### config.mk
export PLATFORM = sky130hd
export DESIGN_NAME = fetch_unit_flat
export DESIGN_NICKNAME = d
export VERILOG_FILES = /design/src/rtl/fetch_unit_pkg.sv /design/src/rtl/fetch_unit_if.sv /design/src/rtl/fetch_mode_lut.sv /design/src/rtl/fetch_unit.sv /design/src/flat_wrapper.sv
export SDC_FILE = /design/constraint.sdc
export NUM_CORES = 1
export LEC_CHECK = 0
export CAP_MARGIN = 20
export CORE_ASPECT_RATIO = 0.5
export CORE_MARGIN = 1.5
export CORE_UTILIZATION = 43
export CTS_CLUSTER_DIAMETER = 100
export CTS_CLUSTER_SIZE = 20
export DETAILED_ROUTE_END_ITERATION = 10
export PLACE_DENSITY = 0.68
export SYNTH_ARGS = -nofsm -noshare
export SYNTH_HDL_FRONTEND = slang
export SYNTH_SLANG_ARGS = --single-unit
### constraint.sdc
create_clock -name clk -period 11.05 [get_ports clk]
set_input_delay 1.105 -clock clk [delete_from_list [all_inputs] [get_ports clk]]
set_output_delay 1.105 -clock clk [all_outputs]
set_load 0.02 [all_outputs]
### src/rtl/fetch_unit_pkg.sv
// Shared definitions for the 6502 fetch stage: widths, addressing-mode codes,
// FSM state encodings and the mode-to-length helper.
package fetch_unit_pkg;

    localparam int unsigned REG_WIDTH  = 8;
    localparam int unsigned ADDR_WIDTH = 16;

    typedef enum logic [3:0] {
        AM_IMP = 4'd0,
        AM_IMM = 4'd1,
        AM_ZPG = 4'd2,
        AM_ZPX = 4'd3,
        AM_ZPY = 4'd4,
        AM_ABS = 4'd5,
        AM_ABX = 4'd6,
        AM_ABY = 4'd7,
        AM_INX = 4'd8,
        AM_INY = 4'd9,
        AM_REL = 4'd10
    } addr_mode_e;

    typedef enum logic [2:0] {
        S_OP  = 3'd0,
        S_B1  = 3'd1,
        S_B2  = 3'd2,
        S_B3  = 3'd3,
        S_P1  = 3'd4,
        S_P2  = 3'd5,
        S_RDY = 3'd6
    } fetch_state_e;

    function automatic logic [1:0] mode_len(addr_mode_e mode);
        case (mode)
            AM_IMP:                 return 2'd1;
            AM_ABS, AM_ABX, AM_ABY: return 2'd3;
            default:                return 2'd2;
        endcase
    endfunction

endpackage

### src/rtl/fetch_unit_if.sv
// Memory read port and decoder handshake of the fetch stage.
interface fetch_unit_if;
    import fetch_unit_pkg::*;

    logic [ADDR_WIDTH-1:0] mem_addr;
    logic                  mem_rd;
    logic [REG_WIDTH-1:0]  mem_rdata;
    logic [REG_WIDTH-1:0]  instruction;
    logic [ADDR_WIDTH-1:0] addr;
    logic [REG_WIDTH-1:0]  operand;
    logic                  instruction_ready;
    logic                  instruction_done;
    logic [ADDR_WIDTH-1:0] pc_out;
    logic                  pc_we;

    modport master (
        output mem_addr, mem_rd, instruction, addr, operand, instruction_ready, pc_out, pc_we,
        input  mem_rdata, instruction_done
    );

    modport slave (
        input  mem_addr, mem_rd, instruction, addr, operand, instruction_ready, pc_out, pc_we,
        output mem_rdata, instruction_done
    );

endinterface

### src/rtl/fetch_mode_lut.sv
// Combinational opcode decode into 6502 addressing mode and instruction length.
module fetch_mode_lut import fetch_unit_pkg::*; (
    input  logic [REG_WIDTH-1:0] i_opcode,
    output addr_mode_e           o_mode,
    output logic [1:0]           o_len
);

    logic [1:0] w_cc;
    logic [2:0] w_bbb;
    logic       w_use_y;

    assign w_cc    = i_opcode[1:0];
    assign w_bbb   = i_opcode[4:2];
    // LDX/STX families (aaa = 100/101) index with Y instead of X
    assign w_use_y = (w_cc == 2'b10) && (i_opcode[7:6] == 2'b10);

    always_comb begin
        o_mode = AM_IMP;
        if (w_cc == 2'b01) begin
            case (w_bbb)
                3'b000: o_mode = AM_INX;
                3'b001: o_mode = AM_ZPG;
                3'b010: o_mode = AM_IMM;
                3'b011: o_mode = AM_ABS;
                3'b100: o_mode = AM_INY;
                3'b101: o_mode = AM_ZPX;
                3'b110: o_mode = AM_ABY;
                3'b111: o_mode = AM_ABX;
                default: o_mode = AM_IMP;
            endcase
        end else if (w_cc != 2'b11) begin
            case (w_bbb)
                3'b000: o_mode = AM_IMM;
                3'b001: o_mode = AM_ZPG;
                3'b010: o_mode = AM_IMP;
                3'b011: o_mode = AM_ABS;
                3'b100: o_mode = AM_REL;
                3'b101: o_mode = w_use_y ? AM_ZPY : AM_ZPX;
                3'b110: o_mode = AM_IMP;
                3'b111: o_mode = w_use_y ? AM_ABY : AM_ABX;
                default: o_mode = AM_IMP;
            endcase
        end
    end

    assign o_len = mode_len(o_mode);

endmodule

### src/rtl/fetch_unit.sv
// 6502 fetch stage: reads opcode/operands at PC, resolves the effective address,
// hands the instruction to the decoder and writes back the next PC.
module fetch_unit import fetch_unit_pkg::*; (
    input  logic                  clk,
    input  logic                  reset_n,
    input  logic [ADDR_WIDTH-1:0] i_pc,
    input  logic [REG_WIDTH-1:0]  i_x,
    input  logic [REG_WIDTH-1:0]  i_y,
    fetch_unit_if.master          fetch_bus
);

    fetch_state_e          r_state, w_state_next;
    logic [ADDR_WIDTH-1:0] r_pc, w_pc_next;
    logic [REG_WIDTH-1:0]  r_instr, w_instr_next;
    logic [ADDR_WIDTH-1:0] r_addr, w_addr_next;
    logic [REG_WIDTH-1:0]  r_operand, w_operand_next;
    logic [REG_WIDTH-1:0]  r_ptr, w_ptr_next;
    logic [REG_WIDTH-1:0]  r_ptr_lo, w_ptr_lo_next;

    logic [ADDR_WIDTH-1:0] w_mem_addr, w_pc_out;
    logic                  w_mem_rd, w_ready, w_pc_we;
    logic [REG_WIDTH-1:0]  w_op, w_rdata, w_zp_x, w_zp_y, w_ptr_inc;
    logic [ADDR_WIDTH-1:0] w_pc_inc1, w_pc_inc2;
    addr_mode_e            w_mode;
    logic [1:0]            w_len;

    // The opcode is decoded straight off the bus in the cycle it is captured
    assign w_op      = (r_state == S_B1) ? fetch_bus.mem_rdata : r_instr;
    assign w_rdata   = fetch_bus.mem_rdata;
    assign w_zp_x    = w_rdata + i_x;
    assign w_zp_y    = w_rdata + i_y;
    assign w_ptr_inc = r_ptr + 8'd1;
    assign w_pc_inc1 = r_pc + 16'd1;
    assign w_pc_inc2 = r_pc + 16'd2;

    fetch_mode_lut u_mode_lut (
        .i_opcode (w_op),
        .o_mode   (w_mode),
        .o_len    (w_len)
    );

    always_ff @(posedge clk) begin
        if (!reset_n) begin
            r_state   <= S_OP;
            r_pc      <= '0;
            r_instr   <= '0;
            r_addr    <= '0;
            r_operand <= '0;
            r_ptr     <= '0;
            r_ptr_lo  <= '0;
        end else begin
            r_state   <= w_state_next;
            r_pc      <= w_pc_next;
            r_instr   <= w_instr_next;
            r_addr    <= w_addr_next;
            r_operand <= w_operand_next;
            r_ptr     <= w_ptr_next;
            r_ptr_lo  <= w_ptr_lo_next;
        end
    end

    always_comb begin
        w_state_next   = r_state;
        w_pc_next      = r_pc;
        w_instr_next   = r_instr;
        w_addr_next    = r_addr;
        w_operand_next = r_operand;
        w_ptr_next     = r_ptr;
        w_ptr_lo_next  = r_ptr_lo;
        w_mem_addr     = '0;
        w_mem_rd       = 1'b0;
        w_ready        = 1'b0;
        w_pc_we        = 1'b0;
        w_pc_out       = '0;
        case (r_state)
            S_OP: begin
                w_mem_addr   = i_pc;
                w_mem_rd     = 1'b1;
                w_pc_next    = i_pc;
                w_state_next = S_B1;
            end
            S_B1: begin
                w_instr_next = w_rdata;
                if (w_len == 2'd1) begin
                    w_addr_next    = w_pc_inc1;
                    w_operand_next = '0;
                    w_state_next   = S_RDY;
                end else begin
                    w_mem_addr   = w_pc_inc1;
                    w_mem_rd     = 1'b1;
                    w_state_next = S_B2;
                end
            end
            S_B2: begin
                w_operand_next = w_rdata;
                w_state_next   = S_RDY;
                case (w_mode)
                    AM_ABS, AM_ABX, AM_ABY: begin
                        w_mem_addr   = w_pc_inc2;
                        w_mem_rd     = 1'b1;
                        w_state_next = S_B3;
                    end
                    AM_INX, AM_INY: begin
                        w_ptr_next   = (w_mode == AM_INX) ? w_zp_x : w_rdata;
                        w_mem_addr   = {8'h00, w_ptr_next};
                        w_mem_rd     = 1'b1;
                        w_state_next = S_P1;
                    end
                    AM_ZPG:  w_addr_next = {8'h00, w_rdata};
                    AM_ZPX:  w_addr_next = {8'h00, w_zp_x};
                    AM_ZPY:  w_addr_next = {8'h00, w_zp_y};
                    default: w_addr_next = w_pc_inc1;
                endcase
            end
            S_B3: begin
                w_addr_next = {w_rdata, r_operand}
                            + ((w_mode == AM_ABX) ? {8'h00, i_x} :
                               (w_mode == AM_ABY) ? {8'h00, i_y} : 16'h0000);
                w_state_next = S_RDY;
            end
            S_P1: begin
                w_ptr_lo_next = w_rdata;
                w_mem_addr    = {8'h00, w_ptr_inc};
                w_mem_rd      = 1'b1;
                w_state_next  = S_P2;
            end
            S_P2: begin
                w_addr_next  = {w_rdata, r_ptr_lo}
                             + ((w_mode == AM_INY) ? {8'h00, i_y} : 16'h0000);
                w_state_next = S_RDY;
            end
            S_RDY: begin
                w_ready  = 1'b1;
                w_pc_out = r_pc + {14'd0, w_len};
                if (fetch_bus.instruction_done) begin
                    w_pc_we      = 1'b1;
                    w_state_next = S_OP;
                end
            end
            default: w_state_next = S_OP;
        endcase
    end

    // Bus strobes stay quiet while reset is held, even though the state is already S_OP
    assign fetch_bus.mem_addr          = reset_n ? w_mem_addr : '0;
    assign fetch_bus.mem_rd            = w_mem_rd & reset_n;
    assign fetch_bus.pc_we             = w_pc_we & reset_n;
    assign fetch_bus.pc_out            = w_pc_out;
    assign fetch_bus.instruction_ready = w_ready;
    assign fetch_bus.instruction       = r_instr;
    assign fetch_bus.addr              = r_addr;
    assign fetch_bus.operand           = r_operand;

endmodule

### src/flat_wrapper.sv
// flat-port wrapper written by rule: the top's interface ports become plain ports
module fetch_unit_flat import fetch_unit_pkg::*;
  (clk, reset_n, i_pc, i_x, i_y, fetch_bus_mem_addr, fetch_bus_mem_rd, fetch_bus_instruction, fetch_bus_addr, fetch_bus_operand, fetch_bus_instruction_ready, fetch_bus_pc_out, fetch_bus_pc_we, fetch_bus_mem_rdata, fetch_bus_instruction_done);
  fetch_unit_if fetch_bus_i ();
  input  logic clk;
  input  logic reset_n;
  input  logic [ADDR_WIDTH-1:0] i_pc;
  input  logic [REG_WIDTH-1:0] i_x;
  input  logic [REG_WIDTH-1:0] i_y;
  output wire logic [$bits(fetch_bus_i.mem_addr)-1:0] fetch_bus_mem_addr;
  output wire logic [$bits(fetch_bus_i.mem_rd)-1:0] fetch_bus_mem_rd;
  output wire logic [$bits(fetch_bus_i.instruction)-1:0] fetch_bus_instruction;
  output wire logic [$bits(fetch_bus_i.addr)-1:0] fetch_bus_addr;
  output wire logic [$bits(fetch_bus_i.operand)-1:0] fetch_bus_operand;
  output wire logic [$bits(fetch_bus_i.instruction_ready)-1:0] fetch_bus_instruction_ready;
  output wire logic [$bits(fetch_bus_i.pc_out)-1:0] fetch_bus_pc_out;
  output wire logic [$bits(fetch_bus_i.pc_we)-1:0] fetch_bus_pc_we;
  input wire logic [$bits(fetch_bus_i.mem_rdata)-1:0] fetch_bus_mem_rdata;
  input wire logic [$bits(fetch_bus_i.instruction_done)-1:0] fetch_bus_instruction_done;
  assign fetch_bus_mem_addr = fetch_bus_i.mem_addr;
  assign fetch_bus_mem_rd = fetch_bus_i.mem_rd;
  assign fetch_bus_instruction = fetch_bus_i.instruction;
  assign fetch_bus_addr = fetch_bus_i.addr;
  assign fetch_bus_operand = fetch_bus_i.operand;
  assign fetch_bus_instruction_ready = fetch_bus_i.instruction_ready;
  assign fetch_bus_pc_out = fetch_bus_i.pc_out;
  assign fetch_bus_pc_we = fetch_bus_i.pc_we;
  assign fetch_bus_i.mem_rdata = fetch_bus_mem_rdata;
  assign fetch_bus_i.instruction_done = fetch_bus_instruction_done;
  fetch_unit u_core (.clk(clk), .reset_n(reset_n), .i_pc(i_pc), .i_x(i_x), .i_y(i_y), .fetch_bus(fetch_bus_i));
endmodule
Yosys cells after proc, flatten, opt, wreduce, memory -nomap -nowiden

Memory sizes are Yosys's and may differ from the RTL's.
Cells that the tools add are included.
Widths: inputs -> output; s select.

Flip-flop bits (word level): 67
Logic and storage cells: 94
Bits in writable memories: 0
Output and inout bits: 67
Input bits: 43
Memories kept: 1
Bits in read-only memories: 32
Latch bits: 0

Mux-type cells: 31
Equal/unequal tests: 29
Add/subtract/negate cells: 8
Bitwise gates (word level): 2
$mul: 0
Order comparisons: 0
Divide/modulo/power cells: 0
Reductions and logical operators: 15
Shift-type cells: 0

Memory list:

| memory          | words | width | read ports | clocked after memory_dff | write ports | line                 | text |
|---|---|---|---|---|---|---|---|
| (no name shown) | 8     | 4     | 1          | 0                        | 0           | fetch_mode_lut.sv:20 | `case (w_bbb)` |

Operator list:

| operator              | number |
|---|---|
| $pmux 16 s4           | 3 |
| $mux 16               | 5 |
| $mux 8                | 5 |
| $add 16x16->16        | 2 |
| $pmux 16 s2           | 1 |
| $pmux 4 s7            | 1 |
| $eq 3x3->1 const B    | 7 |
| $pmux 3 s6            | 1 |
| $add 16x1->16 const B | 1 |
| $add 16x2->16         | 1 |
| $add 16x2->16 const B | 1 |
| $add 8x8->8           | 2 |
| $eq 4x3->1 const B    | 4 |
| $pmux 8 s2            | 1 |
| $eq 3x2->1 const B    | 4 |
| $mux 3                | 3 |
| $add 8x1->8 const B   | 1 |
| $eq 4x2->1 const B    | 2 |
| $eq 4x4->1 const B    | 2 |
| $mux 4                | 2 |
| $ne 2x2->1 const B    | 4 |
| $reduce_or 2->1       | 4 |
| $eq 3x1->1 const B    | 2 |
| $logic_not 3->1       | 2 |
| 15 further kinds      | 24 |

Depth between registers and ports, before layout

Gate-level depths: netlist of run 1.

Depth in word-level cells: 15
Gate-level depth with buffers: 18
Mapped depth without buffers: 17

Modules after synthesis

From an unflattened synthesis of run 1, not the netlist that was laid out.

Cells, all modules: 910
Area total of the unflattened synthesis: 6671.4 µm²

Modules (own cells, without submodules):

| module         | seq. area each (µm²) | cells an instance | instances | area an instance (µm²) |
|---|---|---|---|---|
| fetch_unit     | 1341.3               | 878               | 1         | 6443.7 |
| fetch_mode_lut | 0.0                  | 32                | 1         | 227.7 |

Worst setup path before layout of run 1

Ideal clock, no wire load.

Path type: input -> output
Start: input fetch_bus_mem_rdata[3]
End: output fetch_bus_pc_out[12]
Path buffers: 2
Stages: 11
Path slack: 6.304 ns
Required time: 9.945 ns
Data arrival time: 3.641 ns
Cells stage by stage: clkbuf_1 > clkbuf_1 > nand2_1 > o31a_1 > nand2_1 > ha_1 > inv_1 > fa_1 > nand4b_1 > or3_1 > a21oi_1

Word-level cells in the longest chain between the ends: 11
Elaborated cells between the ends (all ways): 22
Classes of those cells: 1 x add/sub; 10 x eq/ne; 6 x mux; 4 x reduce/logical; 1 x memory

Ends and longest elaborated chain:

| what                                            | line                 | text |
|---|---|---|
| start, declared                                 | flat_wrapper.sv:18   | `input wire logic [$bits(fetch_bus_i.mem_rdata)-1:0] fetch_bus_mem_rdata;` |
| $mux 8 *                                        | fetch_unit.sv:28     | `assign w_op = (r_state == S_B1) ? fetch_bus.mem_rdata : r_instr;` |
| $eq 3x3->1 / $eq 3x2->1 (equally long branches) | fetch_mode_lut.sv:32 | `case (w_bbb)` |
| $reduce_or 2->1 (no source line)                | --                   |  |
| $pmux 4 s7                                      | fetch_mode_lut.sv:32 |  |
| $mux 4                                          | fetch_mode_lut.sv:31 | `end else if (w_cc != 2'b11) begin` |
| $mux 4 *                                        | fetch_mode_lut.sv:19 | `if (w_cc == 2'b01) begin` |
| $eq 4x3->1                                      | fetch_unit_pkg.sv:33 | `case (mode)` |
| $reduce_or 3->1                                 | --                   |  |
| $pmux 2 s2 *                                    | fetch_unit_pkg.sv:33 |  |
| $add 16x2->16 *                                 | fetch_unit.sv:134    | `w_pc_out = r_pc + {14'd0, w_len};` |
| $mux 16 *                                       | fetch_unit.sv:75     | `case (r_state)` |
| end, declared                                   | flat_wrapper.sv:16   | `output wire logic [$bits(fetch_bus_i.pc_out)-1:0] fetch_bus_pc_out;` |

Every way passes the cells marked *; elsewhere a longest branch is shown, timed or not.

Worst setup path in the final report of run 1

Start: input fetch_bus_mem_rdata[0]
End: output fetch_bus_pc_out[10]

Word-level cells in the longest chain between the ends: 12
Elaborated cells between the ends (all ways): 18
Classes of those cells: 1 x add/sub; 6 x eq/ne; 8 x mux; 3 x reduce/logical

Ends and longest elaborated chain:

| what                                    | line                                       | text |
|---|---|---|
| $mux 8 *                                | fetch_unit.sv:28                           |  |
| $eq 2x2->1                              | fetch_mode_lut.sv:15                       | `assign w_use_y = (w_cc == 2'b10) && (i_opcode[7:6] == 2'b10);` |
| $logic_and 1x1->1                       | fetch_mode_lut.sv:15                       |  |
| $mux 1 / $mux 3 (equally long branches) | fetch_mode_lut.sv:40, fetch_mode_lut.sv:38 |  |
| $pmux 4 s7                              | fetch_mode_lut.sv:32                       |  |
| $mux 4                                  | fetch_mode_lut.sv:31                       |  |
| $mux 4 *                                | fetch_mode_lut.sv:19                       |  |
| $eq 4x3->1                              | fetch_unit_pkg.sv:33                       |  |
| $reduce_or 3->1                         | --                                         |  |
| $pmux 2 s2 *                            | fetch_unit_pkg.sv:33                       |  |
| $add 16x2->16 *                         | fetch_unit.sv:134                          |  |
| $mux 16 *                               | fetch_unit.sv:75                           |  |

Marks and branches as above.

==> results.txt, run 1 <==
The run finished with clean final reports. The hold-critical path depth was 2; the routed via count was 7407. The total iterations of the first detailed-routing run was 6; the met3 demand-to-capacity share in global routing was 7.53%. The largest total area in the synthesized netlist belongs to dfxtp_1. STA classifies the critical path startpoint as an input port. Ranked by instance count, the synthesized netlist is headed by 137 x nand2_1, 110 x a21oi_1, 84 x nor2_1. The startpoint identified for the worst hold timing path is u_core.r_ptr_lo[7]. The number of nets in the synthesized netlist was 1007. The path with the worst hold slack has its endpoint at u_core.r_ptr_lo[7]. After detailed routing, the average wire length per cell comes to 21.2 um.

The run gives 0 as the final hold violation count. The tools report the clock latency reported for the late side of the worst-skew pair as 340 ps. Once placement completed, the tool counted placed cells totaling 1177. Entering global routing, the biggest net connects 56 pins. Of the synthesized area, sequential elements account for 20.5%.

Clock-pin slew was measured on the worst setup and hold paths at 60 ps. Via count of the first global-routing pass: 6630. For this block, the initial DRC count from the detailed router was 890.

The final RePlAce weighted congestion was 1.04; the die height was 90.2 um. Switching part of the total: 43.8%. Sorting the synthesized cells by area gives the leading types as dfxtp_1 21%, a21oi_1 8.4%, nand2_1 7.9%, ha_1 6.9%, nor2_1 4.8%. The worst setup path is captured at a primary output. For the final routed database, the setup TNS stands at 0 ps. In this run the core area contains 31 standard-cell rows. For the sum of internal, switching and leakage power, the log shows 0.00127 W. In the global route stage, overall resource usage came out at 31.3%.

The H-tree was split into 3 levels. The core region is 14700 um2. Number of storage elements in the synthesis netlist: 67. The clock network burns 25.4% of the power. The total power per unit cell area works out to 158 nW/um2.

The maximum fanout encountered on the critical timing path is 22. For the pin with the worst max-slew slack, the measured transition is 1040 ps. The top cell type by area accounts for 20.5% of the synthesized area. The number of cells on the worst reg-to-reg path is 17. Compared with the post-synthesis result, the final layout area differs by 23.2%. The logs give 2 for the number of buffers on the longest clock path and 1195 for the non-filler instance count after layout. For the area of the die, the log shows 16000 um2. The fraction of the cycle the final worst path needs came out at 61.3%.

For this design, the CTS-stage hold fixing added 0 buffers. Maximum operating frequency: 0.148 GHz. The met2 usage in global routing was 45.8%. The routed design has 25400 um of wire.

Setup violations remaining at the end of the flow were counted as 0. For the sequential share of power, the log shows 27.4%. For this design the static power due to leakage is 3.02 nW.

Of the cells placed in the final design, the portion with a size suffix greater than 1 is 5.02%. In the routed design, unresolved DRC markers number 0. The tools report the maximum resistive drop on vdd as 0.0939 mV. The internal power consumption was 0.000717 W; the TritonCTS buffer count was 9.

The cell area that synthesis handed to floorplanning was 6540 um2. From left edge to right edge, the die measures 177 um. The data arrival time of the worst path came out at 5660 ps. The tools report the total congestion overflow after global routing as 0.

TritonCTS built the clock tree. The run gives 55.0% as the share of the core filled with cells in the final layout. The tools report the post-detailed-placement half-perimeter wirelength as 19100 um. The run gives 923 as the number of instances in the synthesized netlist. The number of antenna violations at the first check in global routing was 0; the net count reported at finish was 1076.

The Yosys warning count was 0; the count of distinct cell types in the synthesized netlist was 73. For the fraction of met1 tracks used by global routing, the log shows 46.6%. Final-report max-slew violation count: 0. The final critical-path required period is 6770 ps. Among all cell types in the netlist, the one instantiated most often is nand2_1.

The first global-routing pass estimated 38400 um of wire. The number of setup buffers added after CTS is 0. In this run, synthesis inferred 0 flip-flops with an integrated enable.

The critical path start-end classification was in -> out. Across the routed clock network, the largest skew measured is 8.59 ps. The post-synthesis average cell area is 7.08 um2, and the number of cells upsized or downsized after cts is 0.

Once the floorplan was initialized, standard cells occupied 44.6% of the core. The worst register-to-register path ends at u_core.fetch_bus.addr[10]. The routed via count divided by cell count was 6.20.

After global routing, the most crowded layer is met1. Across all register-to-register paths, the minimum setup slack is 5560 ps. The tools report the count of pins on the block boundary as 110. The path class of the tightest hold or removal check is reg -> reg. The data required time of the critical path is 9950 ps, and the headroom to the max-slew limit is 29.8%. Counting every sink on the clock net gives 67. The root buffer cell is clkbuf_16.

Combinational power share: 47.2%. The final antenna-violating net count came out at 0. Among all flip-flop cells after synthesis, the most frequent one is dfxtp_1. Counting flops with an async set or reset pin after synthesis yields a share of 0%.

For the number of filler cells placed in the layout, the log shows 1470. The port buffer count is 109. Setup repair after global routing left no endpoint under its margin. The number of antenna diodes in the final layout is 0. The startpoint identified for the worst register-to-register timing path is u_core.r_state[0]. The switching power of the nets came out at 0.000558 W. For the number of max-cap violations, the log shows 0.
==> area by class of cell <==
class | instances | area, um2 | area share [%]
multi-input combinational | 767 | 4850 | 60.2
sequential | 67 | 1340 | 16.6
timing repair buffer | 123 | 1210 | 15.0
tap | 198 | 248 | 3.07
clock buffer | 9 | 225 | 2.79
clock inverter | 7 | 100 | 1.24
inverter | 24 | 90.1 | 1.12
==> stage by stage <==
step / instance area [um2] / hold slack [ps] / worst slack (ps)
after floorplan: 6540 / 441 / 6300
after global placement: 7710 / 444 / 4530
after detailed placement: 7710 / 458 / 4430
after CTS: 8030 / 467 / 4420
after global routing: 8060 / 479 / 4050
final: 8060 / 464 / 4280
==> power groups by stage <==
stage	registers, W	logic, W	clock network, W
2_1_floorplan	0.000340	0.000380	0
3_3_place_gp	0.000351	0.000584	0
3_5_place_dp	0.000353	0.000585	0
4_1_cts	0.000347	0.000589	0.000329
5_1_grt	0.000356	0.000644	0.000339
6_report	0.000350	0.000601	0.000324
==> kinds of logic after synthesis <==
kind of cell | Yosys count | share of synthesized area [%]
and+or+nand+nor | 368 | 26.8
AOI/OAI and AO/OA | 277 | 27.4
buffers and inverters | 89 | 5.42
DFF | 67 | 20.5
xor gates and xnor gates | 60 | 8.04
adders and majority gates | 41 | 8.42
muxes | 21 | 3.42
==> flip-flops by register name (all words and copies together) (netlist names) <==
register and cells:
u_core.fetch_bus.addr 16, u_core.r_ptr 8, u_core.r_ptr_lo 8, u_core.r_state 3
u_core.fetch_bus.operand 8, u_core.fetch_bus.instruction 8, u_core.r_pc 16
==> metal layers <==
| metal | wire [um] | share of wire (%) |
|---|---|---|
| met1 | 11600 | 46 |
| met2 | 10600 | 42 |
| met5 | 0 | 0 |
| met3 | 2810 | 11 |
| met4 | 328 | 1.3 |
==> how the worst max path moves through the flow <==
stage | from | end | slack (ps)
floorplan | fetch_bus_mem_rdata[3] | fetch_bus_pc_out[12] | 6300
global placement | fetch_bus_mem_rdata[0] | fetch_bus_pc_out[10] | 4530
detailed placement | fetch_bus_mem_rdata[0] | fetch_bus_pc_out[14] | 4430
CTS | fetch_bus_mem_rdata[0] | fetch_bus_pc_out[14] | 4420
global route | fetch_bus_mem_rdata[1] | fetch_bus_pc_out[10] | 4050
finish | fetch_bus_mem_rdata[0] | fetch_bus_pc_out[10] | 4280
==> worst max-delay path, stage by stage <==
cell             delay (ps)
clkdlybuf4s50_1        1000
nand2_1                 350
o221ai_1                710
inv_1                   140
nand2_1                 100
ha_1                    160
inv_1                    60
fa_1                    440
nand4b_1                390
or3_1                   410
a21oi_1                 150
clkdlybuf4s50_1         640
==> cell usage in the layout, fill, tap and decap left out, types with 14 or more instances in the layout <==
cell,count
ha_1,36
dfxtp_1,67
xnor2_1,28
a22oi_1,15
nor3_1,20
nor2_1,84
clkdlybuf4s50_1,109
nand2_1,137
inv_1,22
nand3_1,26
a21oi_1,110
xor2_1,32
nand4_1,14
o21ai_0,42
No activity file was read; power rests on OpenSTA's default activity.
==> inputs of run 2 (changes only) <==
--- a/config.mk
+++ b/config.mk
@@ -12,7 +12,7 @@
 export CTS_CLUSTER_DIAMETER = 100
 export CTS_CLUSTER_SIZE = 20
 export DETAILED_ROUTE_END_ITERATION = 10
-export PLACE_DENSITY = 0.68
+export PLACE_DENSITY = 0.7
 export SYNTH_ARGS = -nofsm -noshare
 export SYNTH_HDL_FRONTEND = slang
 export SYNTH_SLANG_ARGS = --single-unit
==> constraint.sdc (replaced) <==
create_clock -name clk -period 5.49 [get_ports clk]
set_input_delay 0.549 -clock clk [delete_from_list [all_inputs] [get_ports clk]]
set_output_delay 0.549 -clock clk [all_outputs]
set_load 0.02 [all_outputs]
==> results.txt, run 2 (same netlist as run 1, synthesis figures left out) <==
Final antenna-violating net count: 0 (unchanged). The logs give 6776 (was 6630) for the via count of the first global-routing pass and 0 (unchanged) for the total of endpoints with negative setup slack in the final report. The logs give 0 (unchanged) for the number of cells upsized or downsized after cts and 1397 (was 1470) for the number of filler cells placed in the layout. The number of design rule violations left after detail routing was 0 (unchanged). The number of buffer and inverter instances along the worst setup path is 3 (was 4). The post-detailed-placement half-perimeter wirelength is 18600 um (was 19100 um). The TritonCTS buffer count is 9 (unchanged).

The slowest cell on the critical path is clkdlybuf4s50_1 (unchanged). The clock period could shrink to 5250 ps. The tools report the leakage power of the design as 3.09 nW (was 3.02 nW).

The share of post-route cells with drive strength above 1 works out to 6.33% (was 5.02%). The run gives 0 (unchanged) as the total congestion overflow after global routing. The initial standard-cell utilization of the core is 44.6% (unchanged), and the register clock-pin slew on the reported worst setup and hold paths is 60 ps (about the same). The global-route wire length before repair is 38500 um (was 38400 um), and the relative area change from synthesis to final layout is 24.9% (was 23.2%). Combinational power share: 48.1% (was 47.2%).

The total power per unit cell area is 318 nW/um2 (was 158 nW/um2). TritonCTS built the clock tree. The data required time of the critical path is 4940 ps (was 9950 ps), and the routed via count divided by cell count is 6.18 (was 6.20).

The port buffer count was 109 (unchanged); the internal power consumption was 0.00146 W (was 0.000717 W). Cell class contributing the biggest share of worst-path delay: simple AND/OR/NAND/NOR gates (was buffers and inverters). The flow ran to the end, and the final reports show no timing, DRC or antenna violations. The count of routing violations after the opening detailed-route iteration is 1188 (was 890), and the final RePlAce weighted congestion is 0.962 (was 1.04). The logs give 0 (unchanged) for the final-report max-slew violation count and 0 (unchanged) for the count of antenna diodes in the layout. The pin slew with the least headroom to its limit was 986 ps (was 1040 ps); the width of the chip was 177 um (unchanged). In the finished design, the share of the clock period the worst path needs comes to 95.6%.

The tools report the count of pins on the block boundary as 110 (unchanged). The switching part of the total works out to 43.8% (about the same). The aggregate routed wire length was 25200 um (was 25400 um); the net count reported at finish was 1090 (was 1076). The average wire per cell in the routed design is 20.9 um (was 21.2 um).

The tools report the final hold violation count as 0 (unchanged). The logs give 3 (unchanged) for the number of H-tree branching levels and 56 (unchanged) for the largest net degree at the start of global routing. Number of setup buffers added after CTS: 0 (unchanged).

The clock tree skew after final layout was 10.4 ps (was 8.59 ps); the area of the die was 16000 um2 (unchanged). The switching power of the nets is 0.00114 W (was 0.000558 W), and the maximum resistive drop on vdd is 0.158 mV (was 0.0939 mV). The die height is 90.2 um (unchanged). The tools report the number of antenna violations at the first check in global routing as 0 (unchanged). The logs give 25.4% (about the same) for the relative contribution of the clock network to total power and 7472 (was 7407) for the routed via count.

Setup TNS: 0 ps (unchanged). The run gives 0.190 GHz as the maximum operating frequency. The number of sinks driven by the clock tree is 67 (unchanged).

Cell-by-cell trace of the critical path: or3b_4 > mux2i_1 > o221ai_1 > inv_1 > nand2_1 > ha_1 > inv_1 > fa_1 > nand4b_1 > or3_1 > a21oi_1 > clkdlybuf4s50_1 (was clkdlybuf4s50_1 > nand2_1 > o221ai_1 > inv_1 > nand2_1 > ha_1 > inv_1 > fa_1 > nand4b_1 > or3_1 > a21oi_1 > clkdlybuf4s50_1). The path category of the worst min-delay check is reg -> reg (unchanged). The tools report the number of cell rows as 31 (unchanged). The number of buffers on the longest clock path is 2 (unchanged).

The critical path start-end classification is reg -> out (was in -> out). Setup repair after global routing left no endpoint under its margin. Root buffer cell: clkbuf_16 (unchanged). Most frequent cells in the layout: 137 x nand2_1, 110 x a21oi_1, 109 x clkdlybuf4s50_1 (unchanged). The placeable core area was 14700 um2 (unchanged); the maximum fanout encountered on the critical timing path was 20 (was 22). The number of max-cap violations was 0 (unchanged). The headroom to the max-slew limit is 33.8% (was 29.8%). The total iterations of the first detailed-routing run came out at 7 (was 6). The logs give 0 (unchanged) for the hold buffer count at cts and 26.5% (was 27.4%) for the sequential share of power. The largest stage delay on the critical path was 640 ps (was 1000 ps).

The overall routing resource usage was 31.2% (was 31.3%). Kind of end point of the critical path: a primary output (unchanged). The most frequent standard cell in the layout excluding fill and tap cells was nand2_1 (unchanged). The clock latency reported for the late side of the worst-skew pair was 340 ps (about the same).

Startpoint type of the worst setup path: a flip-flop (was an input port). The data arrival time of the worst path is 4700 ps (was 5660 ps). The sum of internal, switching and leakage power came out at 0.00259 W (was 0.00127 W). The cell type with the highest occurrence count on the critical path was inv_1.
## run 2: per-stage QoR
stage          hold slack (ps)  setup WS, ps  cell area, um2  utilization, %  instances
2_1_floorplan              441          1300            6540               -        923
3_3_place_gp               444           578            7820            53.3       1192
3_5_place_dp               449           528            7820            53.3       1192
4_1_cts                    459           379            8150            55.6       1208
5_1_grt                    483          39.0            8170            55.7       1209
6_report                   457           240            8170            55.7       1209
## run 2: power by group through the flow
| stage | combinational, W | clock (W) | sequential [W] |
|---|---|---|---|
| detailed placement | 0.00121 | 0 | 0.000694 |
| floorplan | 0.000765 | 0 | 0.000684 |
| global placement | 0.00120 | 0 | 0.000692 |
| finish | 0.00125 | 0.000659 | 0.000688 |
| global route | 0.00133 | 0.000685 | 0.000701 |
| CTS | 0.00122 | 0.000663 | 0.000684 |
## run 2: final timing paths
path | start | cells after the start | endpoint | slack [ps]
max | u_core.r_state[0] | 12 | fetch_bus_pc_out[14] | 240
min | u_core.fetch_bus.instruction[5] | 2 | u_core.fetch_bus.instruction[5] | 460
max reg2reg | u_core.r_state[0] | 15 | u_core.fetch_bus.addr[7] | 600
min reg2reg | u_core.fetch_bus.instruction[5] | 2 | u_core.fetch_bus.instruction[5] | 460
## run 2: area by class of cell
type	count	area [um2]	share of cell area, %
clock buffers	9	225	2.76
clock inverters	7	100	1.23
inverters	24	90.1	1.10
multi-input cells	767	4850	59.4
repair buffers	137	1310	16.1
flip-flops and latches	67	1340	16.4
well taps	198	248	3.03
## run 2: routing by layer
layer	GRT usage, %	wire length, um
met1	45.9	11500
met3	11.1	3240
met2	43.3	10300
met4	5.04	226
met5	0	0
## run 2: worst min-delay path: stages (launching register included)
cell and delay [ps]:
dfxtp_1 310, nand2_1 50, a21oi_1 50
==> inputs of run 3 (changes only) <==
--- a/config.mk
+++ b/config.mk
@@ -10,7 +10,6 @@
 export CORE_MARGIN = 1.5
 export CORE_UTILIZATION = 43
 export CTS_CLUSTER_DIAMETER = 100
-export CTS_CLUSTER_SIZE = 20
 export DETAILED_ROUTE_END_ITERATION = 10
 export PLACE_DENSITY = 0.7
 export SYNTH_ARGS = -nofsm -noshare
==> results of run 3 <==
Same layout as run 2: the final DEF is identical, and so are final timing and power.
